## src/rtl/if_pkg.sv

```systemverilog
// Shared types for the instruction-fetch stage: PC/instruction widths,
// queue entry layout and the fetch FSM encoding.
package if_pkg;

    localparam int ADDR_W  = 6;
    localparam int INSTR_W = 16;

    typedef logic [ADDR_W-1:0]  pc_t;
    typedef logic [INSTR_W-1:0] instr_t;

    typedef struct packed {
        instr_t instr;
        pc_t    pc;
    } fetch_entry_t;

    typedef enum logic [0:0] {
        IDLE = 1'b0,
        RUN  = 1'b1
    } fetch_state_e;

endpackage

```

## src/rtl/if_fetch_if.sv

```systemverilog
// Fetch-stage bus bundle: instruction-memory read port plus the decode handshake.
// The fetch stage is the master; memory and decode together form the slave side.
interface if_fetch_if;
    import if_pkg::*;

    logic   imem_ren;
    pc_t    imem_raddr;
    instr_t imem_rdata;
    logic   if_valid;
    logic   if_ready;
    instr_t if_instr;
    pc_t    if_pc;

    modport master (
        output imem_ren, imem_raddr, if_valid, if_instr, if_pc,
        input  imem_rdata, if_ready
    );

    modport slave (
        input  imem_ren, imem_raddr, if_valid, if_instr, if_pc,
        output imem_rdata, if_ready
    );

endinterface

```

## src/rtl/if_fetch_skid_q.sv

```systemverilog
// Two-entry FIFO of fetched words. The head always sits in ent0 so the
// decoder sees a registered instruction/PC with no output mux.
module fetch_skid_q
    import if_pkg::*;
(
    input  logic         clk,
    input  logic         rst,
    input  logic         clear,
    input  logic         push,
    input  fetch_entry_t push_entry,
    input  logic         pop,
    output logic [1:0]   occ,
    output fetch_entry_t head
);

    fetch_entry_t ent0_q, ent0_d;
    fetch_entry_t ent1_q, ent1_d;
    logic [1:0]   occ_q, occ_d;
    logic         pop_eff;

    always_comb begin
        ent0_d  = ent0_q;
        ent1_d  = ent1_q;
        occ_d   = occ_q;
        pop_eff = pop && (occ_q != 2'd0);
        if (clear) begin
            occ_d = 2'd0;
        end else begin
            case ({push, pop_eff})
                2'b10: begin
                    if (occ_q == 2'd0) begin
                        ent0_d = push_entry;
                        occ_d  = 2'd1;
                    end else if (occ_q == 2'd1) begin
                        ent1_d = push_entry;
                        occ_d  = 2'd2;
                    end
                end
                2'b01: begin
                    ent0_d = ent1_q;
                    occ_d  = occ_q - 2'd1;
                end
                2'b11: begin
                    // Occupancy unchanged; shift only when the tail holds a word.
                    if (occ_q == 2'd1) begin
                        ent0_d = push_entry;
                    end else begin
                        ent0_d = ent1_q;
                        ent1_d = push_entry;
                    end
                end
                default: ;
            endcase
        end
    end

    always_ff @(posedge clk) begin
        if (rst) begin
            ent0_q <= '0;
            ent1_q <= '0;
            occ_q  <= 2'd0;
        end else begin
            ent0_q <= ent0_d;
            ent1_q <= ent1_d;
            occ_q  <= occ_d;
        end
    end

    assign occ  = occ_q;
    assign head = ent0_q;

    no_overflow: assert property (@(posedge clk) disable iff (rst)
        !(push && !pop_eff && !clear && (occ_q == 2'd2)));

endmodule

```

## src/rtl/if_fetch.sv

```systemverilog
// Instruction-fetch stage: issues PC-sequenced reads, absorbs the 1-cycle
// memory latency and hands words to decode through a 2-entry skid queue.
//
//   state | meaning
//   ------+-----------------------------------------------
//   IDLE  | no new reads issued; queued/in-flight words drain
//   RUN   | reads issued whenever queue credit allows
module if_fetch
#(
    parameter if_pkg::pc_t RESET_PC = '0
)
(
    input  logic              clk,
    input  logic              rst,
    input  logic              en,
    input  logic              redirect_valid,
    input  if_pkg::pc_t       redirect_pc,
    if_fetch_if.master        bus
);
    import if_pkg::*;

    localparam logic [0:0] S_IDLE = IDLE;
    localparam logic [0:0] S_RUN  = RUN;

    logic [0:0]   state_q, state_d;
    pc_t          pc_q, pc_d;
    logic         inflight_q, inflight_d;
    pc_t          inflight_pc_q, inflight_pc_d;

    logic [1:0]   occ;
    fetch_entry_t head;
    fetch_entry_t push_entry;
    logic         pop, push, issue;
    logic [2:0]   credit;
    pc_t          issue_addr;

    always_comb begin
        pop        = (occ != 2'd0) && bus.if_ready;
        // Words already owed to the queue (stored + in flight) after this cycle's pop.
        credit     = {1'b0, occ} + {2'b00, inflight_q} - {2'b00, pop};
        issue      = (state_q == S_RUN) && !rst && (credit < 3'd2);
        issue_addr = redirect_valid ? redirect_pc : pc_q;
        push       = inflight_q && !redirect_valid;
        push_entry = '{instr: bus.imem_rdata, pc: inflight_pc_q};

        state_d = state_q;
        case (state_q)
            S_IDLE:  if (en)  state_d = S_RUN;
            S_RUN:   if (!en) state_d = S_IDLE;
            default: state_d = S_IDLE;
        endcase

        if (issue) begin
            pc_d = issue_addr + 1'b1;
        end else if (redirect_valid) begin
            pc_d = redirect_pc;
        end else begin
            pc_d = pc_q;
        end

        inflight_d    = issue;
        inflight_pc_d = issue ? issue_addr : inflight_pc_q;
    end

    always_ff @(posedge clk) begin
        if (rst) begin
            state_q       <= S_IDLE;
            pc_q          <= RESET_PC;
            inflight_q    <= 1'b0;
            inflight_pc_q <= '0;
        end else begin
            state_q       <= state_d;
            pc_q          <= pc_d;
            inflight_q    <= inflight_d;
            inflight_pc_q <= inflight_pc_d;
        end
    end

    fetch_skid_q u_skid_q (
        .clk        (clk),
        .rst        (rst),
        .clear      (redirect_valid),
        .push       (push),
        .push_entry (push_entry),
        .pop        (pop && !redirect_valid),
        .occ        (occ),
        .head       (head)
    );

    assign bus.imem_ren   = issue;
    assign bus.imem_raddr = issue ? issue_addr : pc_q;
    assign bus.if_valid   = (occ != 2'd0);
    assign bus.if_instr   = head.instr;
    assign bus.if_pc      = head.pc;

endmodule

```

## src/flat_wrapper.sv

```systemverilog
// flat-port wrapper written by rule: the top's interface ports become plain ports
module if_fetch_flat import if_pkg::*;
#(
    parameter if_pkg::pc_t RESET_PC = '0
)
  (clk, rst, en, redirect_valid, redirect_pc, bus_imem_ren, bus_imem_raddr, bus_if_valid, bus_if_instr, bus_if_pc, bus_imem_rdata, bus_if_ready);
  if_fetch_if bus_i ();
  input  logic clk;
  input  logic rst;
  input  logic en;
  input  logic redirect_valid;
  input  if_pkg::pc_t redirect_pc;
  output wire logic [$bits(bus_i.imem_ren)-1:0] bus_imem_ren;
  output wire logic [$bits(bus_i.imem_raddr)-1:0] bus_imem_raddr;
  output wire logic [$bits(bus_i.if_valid)-1:0] bus_if_valid;
  output wire logic [$bits(bus_i.if_instr)-1:0] bus_if_instr;
  output wire logic [$bits(bus_i.if_pc)-1:0] bus_if_pc;
  input wire logic [$bits(bus_i.imem_rdata)-1:0] bus_imem_rdata;
  input wire logic [$bits(bus_i.if_ready)-1:0] bus_if_ready;
  assign bus_imem_ren = bus_i.imem_ren;
  assign bus_imem_raddr = bus_i.imem_raddr;
  assign bus_if_valid = bus_i.if_valid;
  assign bus_if_instr = bus_i.if_instr;
  assign bus_if_pc = bus_i.if_pc;
  assign bus_i.imem_rdata = bus_imem_rdata;
  assign bus_i.if_ready = bus_if_ready;
  if_fetch #(.RESET_PC(RESET_PC)) u_core (.clk(clk), .rst(rst), .en(en), .redirect_valid(redirect_valid), .redirect_pc(redirect_pc), .bus(bus_i));
endmodule
```

## config.mk

```make
export PLATFORM = sky130hd
export DESIGN_NAME = if_fetch_flat
export DESIGN_NICKNAME = d
export VERILOG_FILES = /design/src/rtl/if_pkg.sv /design/src/rtl/if_fetch_if.sv /design/src/rtl/if_fetch_skid_q.sv /design/src/rtl/if_fetch.sv /design/src/flat_wrapper.sv
export SDC_FILE = /design/constraint.sdc
export NUM_CORES = 1
export LEC_CHECK = 0
export ABC_AREA = 1
export ABC_CLOCK_PERIOD_IN_PS = 8700
export CAP_MARGIN = 0
export CORE_ASPECT_RATIO = 1.5
export CORE_MARGIN = 2
export CORE_UTILIZATION = 57
export DETAILED_ROUTE_END_ITERATION = 7
export GPL_ROUTABILITY_DRIVEN = 0
export GPL_TIMING_DRIVEN = 0
export PLACE_DENSITY = 0.83
export SKIP_CTS_REPAIR_TIMING = 1
export SYNTH_ARGS = -nofsm -noshare
export SYNTH_HDL_FRONTEND = slang
export SYNTH_SLANG_ARGS = --single-unit
```

## constraint.sdc

```tcl
create_clock -name clk -period 8.7 [get_ports clk]
set_input_delay 1.305 -clock clk [delete_from_list [all_inputs] [get_ports clk]]
set_output_delay 1.305 -clock clk [all_outputs]
set_load 0.02 [all_outputs]
```

== After elaboration in Yosys (flattened, before gate mapping) ==
Cells that the tools add are included.
W data, S select, Z words.
Word-level totals
  word-level logic and storage cells: 53
  output and inout bits: 30
  register bits after elaboration: 60
Operators by class
  add/sub/neg operators: 4
  $lt $le $gt $ge: 1
  multiplexer cells: 13
  reductions and logical operators: 17
  eq/ne operators: 8
  bitwise operators: 1
Operator list (count)
  $mux W22: 4
  $pmux W22 S3: 1
  $pmux W22 S2: 1
  $mux W6: 3
  $add A6 B1 Y6 const B: 1
  $logic_and A1 B1 Y1: 6
  $ne A2 B2 Y1 const B: 3
  $reduce_bool A2 Y1: 3
  $eq A2 B1 Y1 const B: 2
  $eq A2 B2 Y1 const B: 2
  $mux W2: 2
  $pmux W2 S2: 1
  $reduce_and A4 Y1: 1
  $add A2 B1 Y3: 1
  $lt A3 B2 Y1 const B: 1
  $ne A3 B3 Y1 const B: 1
  $reduce_and A3 Y1: 1
  $reduce_bool A3 Y1: 1
  $sub A3 B1 Y3: 1
  $logic_not A1 Y1: 2
  $logic_not A2 Y1: 1
  $reduce_and A2 Y1: 1
  $reduce_or A2 Y1: 1
  $sub A2 B1 Y2 const B: 1
  other kinds (2): 2

== Logic depth before layout (Yosys ltp) ==
Gate-level depths: netlist of run 1.
  word-level depth: 7
  mapped depth: 16
  mapped depth without buffers: 16

== Modules after synthesis ==
From an unflattened synthesis of run 1, not the netlist that was laid out.
Second synthesis, totals
  cell total of the unflattened synthesis: 651
  area total of the unflattened synthesis: 3847.4 µm²
By module, submodules not included
  fetch_skid_q: sequential area each 920.9 µm², instances 1, area each 2967.8 µm², cells an instance 531
  if_fetch: sequential area each 280.3 µm², instances 1, area each 879.6 µm², cells an instance 120

== Worst setup path after synthesis of run 1 ==
No wires, ideal clock.
  kind: input port to output port
  start: in bus_if_ready
  end: out bus_imem_raddr[0]
  arrival: 3.575 ns
  buffers on the path: 0
  data required time: 7.395 ns
  stages: 10
  setup slack: 3.820 ns
  cell sequence: inv_1 > nor2_4 > ha_1 > or2_2 > fa_1 > nand2_1 > nor2_1 > nand2_1 > clkinv_1 > o21ai_0
On the way
  cells in the longest elaborated chain, start to end: 5
Ends and longest elaborated chain
  start, declared: line flat_wrapper.sv:19  | input wire logic [$bits(bus_i.if_ready)-1:0] bus_if_ready;
  $logic_and A1 B1 Y1: line if_fetch.sv:38  | pop = (occ != 2'd0) && bus.if_ready;
  $sub A3 B1 Y3: line if_fetch.sv:40  | credit = {1'b0, occ} + {2'b00, inflight_q} - {2'b00, pop};
  $lt A3 B2 Y1: line if_fetch.sv:41  | issue = (state_q == S_RUN) && !rst && (credit < 3'd2);
  $logic_and A1 B1 Y1: line if_fetch.sv:41
  net bus_imem_ren: line flat_wrapper.sv:13  | output wire logic [$bits(bus_i.imem_ren)-1:0] bus_imem_ren;
  $mux W6: line if_fetch.sv:91  | assign bus.imem_raddr = issue ? issue_addr : pc_q;
  end, declared: line flat_wrapper.sv:14  | output wire logic [$bits(bus_i.imem_raddr)-1:0] bus_imem_raddr;
The timed path passes the listed nets, and every way through them passes these cells.

== Final worst setup path of run 1 ==
  start: in bus_if_ready
  end: out bus_imem_raddr[2]
On the way
  cells in the longest elaborated chain, start to end: 5
Ends and longest elaborated chain (line)
  $logic_and A1 B1 Y1: if_fetch.sv:38
  $sub A3 B1 Y3: if_fetch.sv:40
  $lt A3 B2 Y1: if_fetch.sv:41
  $logic_and A1 B1 Y1: if_fetch.sv:41
  $mux W6: if_fetch.sv:91
Every way passes these cells.

==> qor.log, run 1 <==
INFO  run_status     status=finished, final reports clean
INFO  global_routing grt_first_pass_wirelength=15.7mm
INFO  clocking       tritoncts=built
INFO  critical_path  reg2reg_slack=5490ps
INFO  final_layout   layout.cells.most_common=nand2_1
INFO  sta            tightestPinTransition=550ps
INFO  critical_path  timing.reg2reg.worst_path_depth=15
INFO  synthesis      synthXorXnorAreaFrac=0%
INFO  global_routing grt_remaining_overflow=0
INFO  critical_path  setup.worst_path.end_class=output port
INFO  final_layout   layout_area_growth_over_synthesis=24.4%
INFO  clocking       clock_tree.htree_level_count=3
INFO  global_routing grtUsageTotal=31.3%
INFO  global_routing grt_start_max_net_pins=11
INFO  drt            antenna_left=0
INFO  sta            maxSlewHeadroom=63.3%
INFO  power          switch_share=26.6%
INFO  final_layout   final_cell_count_no_fill=659
INFO  sta            finalWorstSetupSlack=2740ps
INFO  critical_path  cp.required=7390ps
INFO  drt            wl=9.73mm
INFO  power          power.static_leakage=0.00163µW
INFO  drt            drt_first_iter_violations=306
INFO  synthesis      yosys_warnings=0
INFO  clocking       clock_sink_count=60
INFO  worst_hold_path worstHoldStart=u_core.u_skid_q.head[9]$_SDFFE_PP0P_
INFO  power          clk_network_pwr_share=37.7%
INFO  synthesis      share_of_synthesized_cell_area_in_full_adder_half_adder_and_majority_cells=2.11%
INFO  floorplanning  initial_utilization=58.2%
INFO  critical_path  worst_setup_path_start_kind=input pin
INFO  drt            drc=0
INFO  critical_path  critPathKind=input pin to output port
INFO  clocking       cts_buffers=9
INFO  placed_design  dp.final_hpwl=6.97mm
INFO  floorplanning  core_box_area=5700µm²
INFO  worst_hold_path worst_hold_path.endpoint=u_core.u_skid_q.head[9]$_SDFFE_PP0P_
INFO  clocking       insertion_delay=340ps
INFO  drt            routedWlPerCell=14.8µm
INFO  critical_path  cp.arrival=4650ps
INFO  sta            finalHoldViolCount=0
INFO  synthesis      post_synth.cell_area_avg=6.42µm²
INFO  placed_design  dpl-instance-area=3960µm²
INFO  clocking       cts-root-buf=clkbuf_8
INFO  clocking       cts_buffer_depth=2
INFO  critical_path  startpoint_of_the_most_critical_register_to_register_path=u_core.u_skid_q.occ[1]$_SDFFE_PP0P_
INFO  critical_path  cp_slowest_stage_delay=640ps
INFO  worst_hold_path timing.hold.worst_path_depth=2
INFO  final_layout   final_layout_size_suffix_gt1_share=9.54%
INFO  power          seq_power_share=48.4%
INFO  sta            post-route-min-period=5960ps
INFO  synthesis      netlist_instances=517
INFO  power          p_comb_share=13.9%
INFO  sta            timing_max_transition_violations_final=0
INFO  power          peakVddDrop=0.118mV
INFO  sta            fmax=168MHz
INFO  sta            final.period_utilization=68.5%
INFO  placed_design  placedCellCount=644
INFO  drt            dr_vias_cell=5.69
INFO  flow_run       cap_violations=0
INFO  worst_hold_path min_path_type=register to register
INFO  floorplanning  floorplan.rows=34
INFO  power          p_sw=158µW
INFO  synthesis      compound_gate_portion_of_the_synthesized_area=24.7%
INFO  synthesis      dominant_combinational_cell_family_by_area_after_synthesis=simple AND/OR/NAND/NOR gates
INFO  final_layout   fin_area=4130µm²
INFO  sta            rsz0062_at_grt=no
INFO  sta            tns_setup=0ps
INFO  power          cellPowerDensity=144nW/µm²
INFO  placed_design  port-buffer-count=55
INFO  final_layout   fill_cells=501
INFO  drt            detailroute.via_count=3,749
INFO  synthesis      synth.distinct_cells=26
INFO  floorplanning  io_pins=57
INFO  sta            fin_skew=7.46ps
INFO  placed_design  placement.setup.worst_slack=2810ps
INFO  synthesis      yosysSeqAreaShare=36.2%
INFO  synthesis      total_of_flip_flops_plus_latches_after_synthesis=60
INFO  final_layout   most-common-layout-cells=160 x nand2_1, 75 x o21ai_0, 60 x dfxtp_1
INFO  synthesis      synthesis.nets=549
INFO  drt            detailedRoute.firstPassIterationCount=5
INFO  synthesis      post_synthesis_instance_area=3320µm²
INFO  final_layout   antenna_cells_inserted=0
INFO  clocking       path_clk_slew=60ps
INFO  critical_path  timing.critical_path.fanout_max=10
INFO  global_routing first_global_vias=3,439
INFO  floorplanning  die-height=97.5µm
INFO  critical_path  worst_r2r_endpoint=u_core.pc_q[4]$_SDFF_PP0_
INFO  power          internal-power=435µW
INFO  synthesis      mux_share_of_post_synthesis_cell_area=0%
INFO  floorplanning  die_area=6460µm²
INFO  floorplanning  dieWidth=66.3µm
INFO  final_layout   fin_nets=615
INFO  critical_path  critical_path_cell_by_cell=clkdlybuf4s50_1 > inv_1 > nor2_4 > ha_1 > or2_2 > fa_1 > nand2_1 > nor2_1 > nand2_1 > clkinv_1 > o21ai_0 > clkdlybuf4s50_1
INFO  global_routing antenna_found_initial=0
INFO  critical_path  cpMaxStageDelayCell=clkdlybuf4s50_1
INFO  sta            setup_viol_count_final=0
INFO  synthesis      synth-simple-area-share=28.2%
## worst max-delay path, delay by kind of cell
kind / cells / cell delay [ps]
buffers and inverters: 4 / 1610
and+or+nand+nor: 5 / 780
adders and majority gates: 2 / 680
AOI/OAI and AO/OA: 1 / 280
## stage by stage
step / power, µW / utilization [%] / hold slack, ps
after floorplan: 335 / - / 459
after global placement: 372 / 69.5 / 453
after detailed placement: 374 / 69.5 / 457
after CTS: 591 / 72.4 / 466
after global routing: 614 / 72.4 / 486
final: 593 / 72.4 / 467
## cells in the mapped netlist
master | n | area [µm²]
nand2_1 | 160 | 601
o21ai_0 | 75 | 375
dfxtp_1 | 60 | 1200
a21oi_1 | 57 | 285
nor2_1 | 43 | 161
inv_1 | 37 | 139
or2_2 | 18 | 113
o211ai_1 | 16 | 120
buf_2 | 14 | 70.1
clkbuf_1 | 9 | 33.8
ha_1 | 4 | 50.1
buf_4 | 3 | 22.5
nand3_1 | 3 | 15.0
buf_1 | 2 | 7.51
clkbuf_2 | 2 | 10.0
inv_2 | 2 | 7.51
nand4_1 | 2 | 12.5
o21ai_1 | 2 | 10.0
a211oi_4 | 1 | 20.0
a21boi_1 | 1 | 7.51
and3_1 | 1 | 6.26
clkinv_1 | 1 | 3.75
fa_1 | 1 | 20.0
nand2_2 | 1 | 6.26
nor2_4 | 1 | 11.3
nor3_2 | 1 | 10.0
## area by class of cell
cell class | count | area [µm²] | area share (%)
Buffer | 30 | 144 | 3.48
Clock buffer | 13 | 159 | 3.85
Clock inverter | 2 | 10.0 | 0.242
Inverter | 40 | 150 | 3.64
Multi-Input combinational cell | 387 | 1820 | 44.2
Sequential cell | 60 | 1200 | 29.1
Tap cell | 72 | 90.1 | 2.18
Timing Repair Buffer | 55 | 551 | 13.3
## cells by family (layout without fill, tap and decap cells)
family	after synthesis	in the layout
adders and majority gates	5	5
and+or+nand+nor	230	230
buffers and inverters	70	140
AOI/OAI and AO/OA	152	152
DFF	60	60
## layer usage
layer | vias up | share of wire [%] | global-route usage (%)
met1 | 1725 | 40 | 35.8
li1 | 1808 | - | -
met5 | - | 0 | 0
met4 | 0 | 3.4 | 14.4
met2 | 179 | 50 | 52.9
met3 | 37 | 5.9 | 8.00
## worst max path at each step
stage / from / end / slack (ps) / cells after the start
after CTS: bus_if_ready / bus_imem_raddr[2] / 2800 / 12
after floorplan: bus_if_ready / bus_imem_raddr[0] / 3820 / 10
final: bus_if_ready / bus_imem_raddr[2] / 2740 / 12
after detailed placement: bus_if_ready / bus_imem_raddr[2] / 2810 / 12
after global placement: bus_if_ready / bus_imem_raddr[2] / 2840 / 12
after global routing: bus_if_ready / bus_imem_raddr[0] / 2580 / 12
## power groups by stage
stage | registers (µW) | clock network, µW | logic, µW
final | 287 | 224 | 82.5
after CTS | 287 | 223 | 81.7
after floorplan | 297 | 0 | 38.3
after global placement | 292 | 0 | 79.5
after global routing | 287 | 237 | 89.8
after detailed placement | 293 | 0 | 81.0
## flip-flops by register name, summed over array words and instances (netlist names)
signal / flops
u_core.pc_q: 6
u_core.state_q: 1
u_core.inflight_q: 1
u_core.inflight_pc_q: 6
u_core.u_skid_q.ent1_q: 22
u_core.u_skid_q.head: 22
u_core.u_skid_q.occ: 2
(Power assumes the default switching activity.)
==> run 2, diff against run 1 <==
Settings changed: ABC_CLOCK_PERIOD_IN_PS 8700 to 6000, CORE_UTILIZATION 57 to 53, PLACE_DENSITY 0.83 to 0.78.
Clock period 8.7 ns to 6 ns, I/O delays scaled along.
==> qor.log, run 2 (same netlist as run 1, synthesis figures left out) <==
INFO  run_status     status=finished, final reports clean
INFO  worst_hold_path min_path_type=register to register
INFO  flow_run       cap_violations=0
INFO  final_layout   layout_area_growth_over_synthesis=25.1%
INFO  drt            antenna_left=0
INFO  power          peakVddDrop=0.164mV
INFO  floorplanning  die-height=101µm
INFO  sta            maxSlewHeadroom=63.0%
INFO  sta            post-route-min-period=5060ps
INFO  power          cellPowerDensity=215nW/µm²
INFO  final_layout   final_core_utilization=68.2%
INFO  clocking       cts-root-buf=clkbuf_8
INFO  drt            dr_vias_cell=5.52
INFO  clocking       cts_buffer_depth=2
INFO  drt            wl=9.73mm
INFO  clocking       clock_sink_count=60
INFO  sta            setup_viol_count_final=0
INFO  critical_path  timing.critical_path.fanout_max=10
INFO  drt            drc=0
INFO  critical_path  setup.worst_path.end_class=output port
INFO  final_layout   fin_nets=615
INFO  critical_path  cpMaxStageDelayCell=clkdlybuf4s50_1
INFO  placed_design  port-buffer-count=55
INFO  power          power.static_leakage=0.00163µW
INFO  final_layout   final_layout_size_suffix_gt1_share=10.0%
INFO  sta            fmax=197MHz
INFO  clocking       clock_tree.htree_level_count=3
INFO  floorplanning  die_area=6920µm²
INFO  sta            finalHoldViolCount=0
INFO  placed_design  placement.setup.worst_slack=974ps
INFO  sta            timing_max_transition_violations_final=0
INFO  global_routing first_global_vias=3,531
INFO  critical_path  critPathKind=input pin to output port
INFO  floorplanning  io_pins=57
INFO  sta            tightestPinTransition=555ps
INFO  critical_path  worst_setup_path_start_kind=input pin
INFO  floorplanning  core_box_area=6090µm²
INFO  sta            tns_setup=0ps
INFO  sta            final.period_utilization=84.4%
INFO  critical_path  cp.arrival=4160ps
INFO  final_layout   antenna_cells_inserted=0
INFO  global_routing grt_remaining_overflow=0
INFO  placed_design  dp.final_hpwl=7.00mm
INFO  sta            rsz0062_at_grt=no
INFO  final_layout   layout.cells.most_common=nand2_1
INFO  sta            finalWorstSetupSlack=935ps
INFO  global_routing antenna_found_initial=0
INFO  critical_path  most_used_cell_cp=nand2_1
INFO  global_routing grt_first_pass_wirelength=15.9mm
INFO  drt            routedWlPerCell=14.7µm
INFO  clocking       path_clk_slew=70ps
INFO  critical_path  critical_path_cell_by_cell=clkdlybuf4s50_1 > inv_1 > nor2_4 > ha_1 > or2_2 > fa_1 > nand2_1 > nor2_1 > nand2_1 > clkinv_1 > nand2_1 > o21ai_0 > clkdlybuf4s50_1
INFO  clocking       tritoncts=built
INFO  floorplanning  initial_utilization=54.5%
INFO  clocking       insertion_delay=360ps
INFO  global_routing grt_start_max_net_pins=12
INFO  final_layout   most-common-layout-cells=160 x nand2_1, 75 x o21ai_0, 60 x dfxtp_1
INFO  global_routing grtUsageTotal=30.4%
INFO  clocking       cts_buffers=9
INFO  floorplanning  dieWidth=68.6µm
INFO  drt            detailroute.via_count=3,657
INFO  floorplanning  floorplan.rows=35
INFO  sta            fin_skew=7.83ps
INFO  drt            drt_first_iter_violations=306
INFO  critical_path  cp_slowest_stage_delay=630ps
INFO  drt            detailedRoute.firstPassIterationCount=5
INFO  critical_path  cp.required=5100ps
INFO  sta            hold_ws=472ps
-- run 2: changes by cell type in the layout (fill, tap and decap cells not counted) --
cell / delta
clkbuf_1: -2
clkbuf_8: -2
bufinv_16: +1
clkinvlp_4: +3
clkinv_2: +1
-- run 2: metrics by stage --
stage,cell area [µm²],total power [µW],instances
2_1_floorplan,3320,486,517
3_3_place_gp,3960,540,646
3_5_place_dp,3960,542,646
4_1_cts,4150,893,662
5_1_grt,4150,922,662
6_report,4150,893,662
-- run 2: critical path, delay by kind of cell --
| kind | cells | cell delay [ps] |
|---|---|---|
| and+or+nand+nor | 6 | 920 |
| adders and majority gates | 2 | 720 |
| buffers and inverters | 4 | 1510 |
| AOI/OAI and AO/OA | 1 | 110 |
-- run 2: metal layers --
layer | track usage (%) | vias up | wire length [µm]
li1 | - | 1809 | -
met1 | 35.3 | 1669 | 3980
met2 | 50.1 | 149 | 4760
met3 | 6.82 | 30 | 653
met4 | 16.9 | 0 | 330
met5 | 0 | - | 0
-- run 2: final timing paths --
path / from / cells after the start / slack, ps / end
setup reg to reg: u_core.u_skid_q.occ[1]$_SDFFE_PP0P_ / 15 / 2830 / u_core.pc_q[4]$_SDFF_PP0_
hold reg to reg: u_core.u_skid_q.head[19]$_SDFFE_PP0P_ / 2 / 470 / u_core.u_skid_q.head[19]$_SDFFE_PP0P_
hold / removal: u_core.u_skid_q.head[19]$_SDFFE_PP0P_ / 2 / 470 / u_core.u_skid_q.head[19]$_SDFFE_PP0P_
setup / recovery: bus_if_ready / 13 / 940 / bus_imem_raddr[3]
-- run 2: layout make-up --
cell class / instances / area, µm²
Buffer: 30 / 144
Multi-Input combinational cell: 387 / 1820
Clock buffer: 9 / 124
Sequential cell: 60 / 1200
Tap cell: 74 / 92.6
Inverter: 40 / 150
Clock inverter: 7 / 67.6
Fill cell: 558 / 1930
Timing Repair Buffer: 55 / 551
-- run 2: report_power, final --
group | switching [µW] | internal [µW]
Clock | 170 | 189
Sequential | 6.06 | 410
Combinational | 66.1 | 52.0
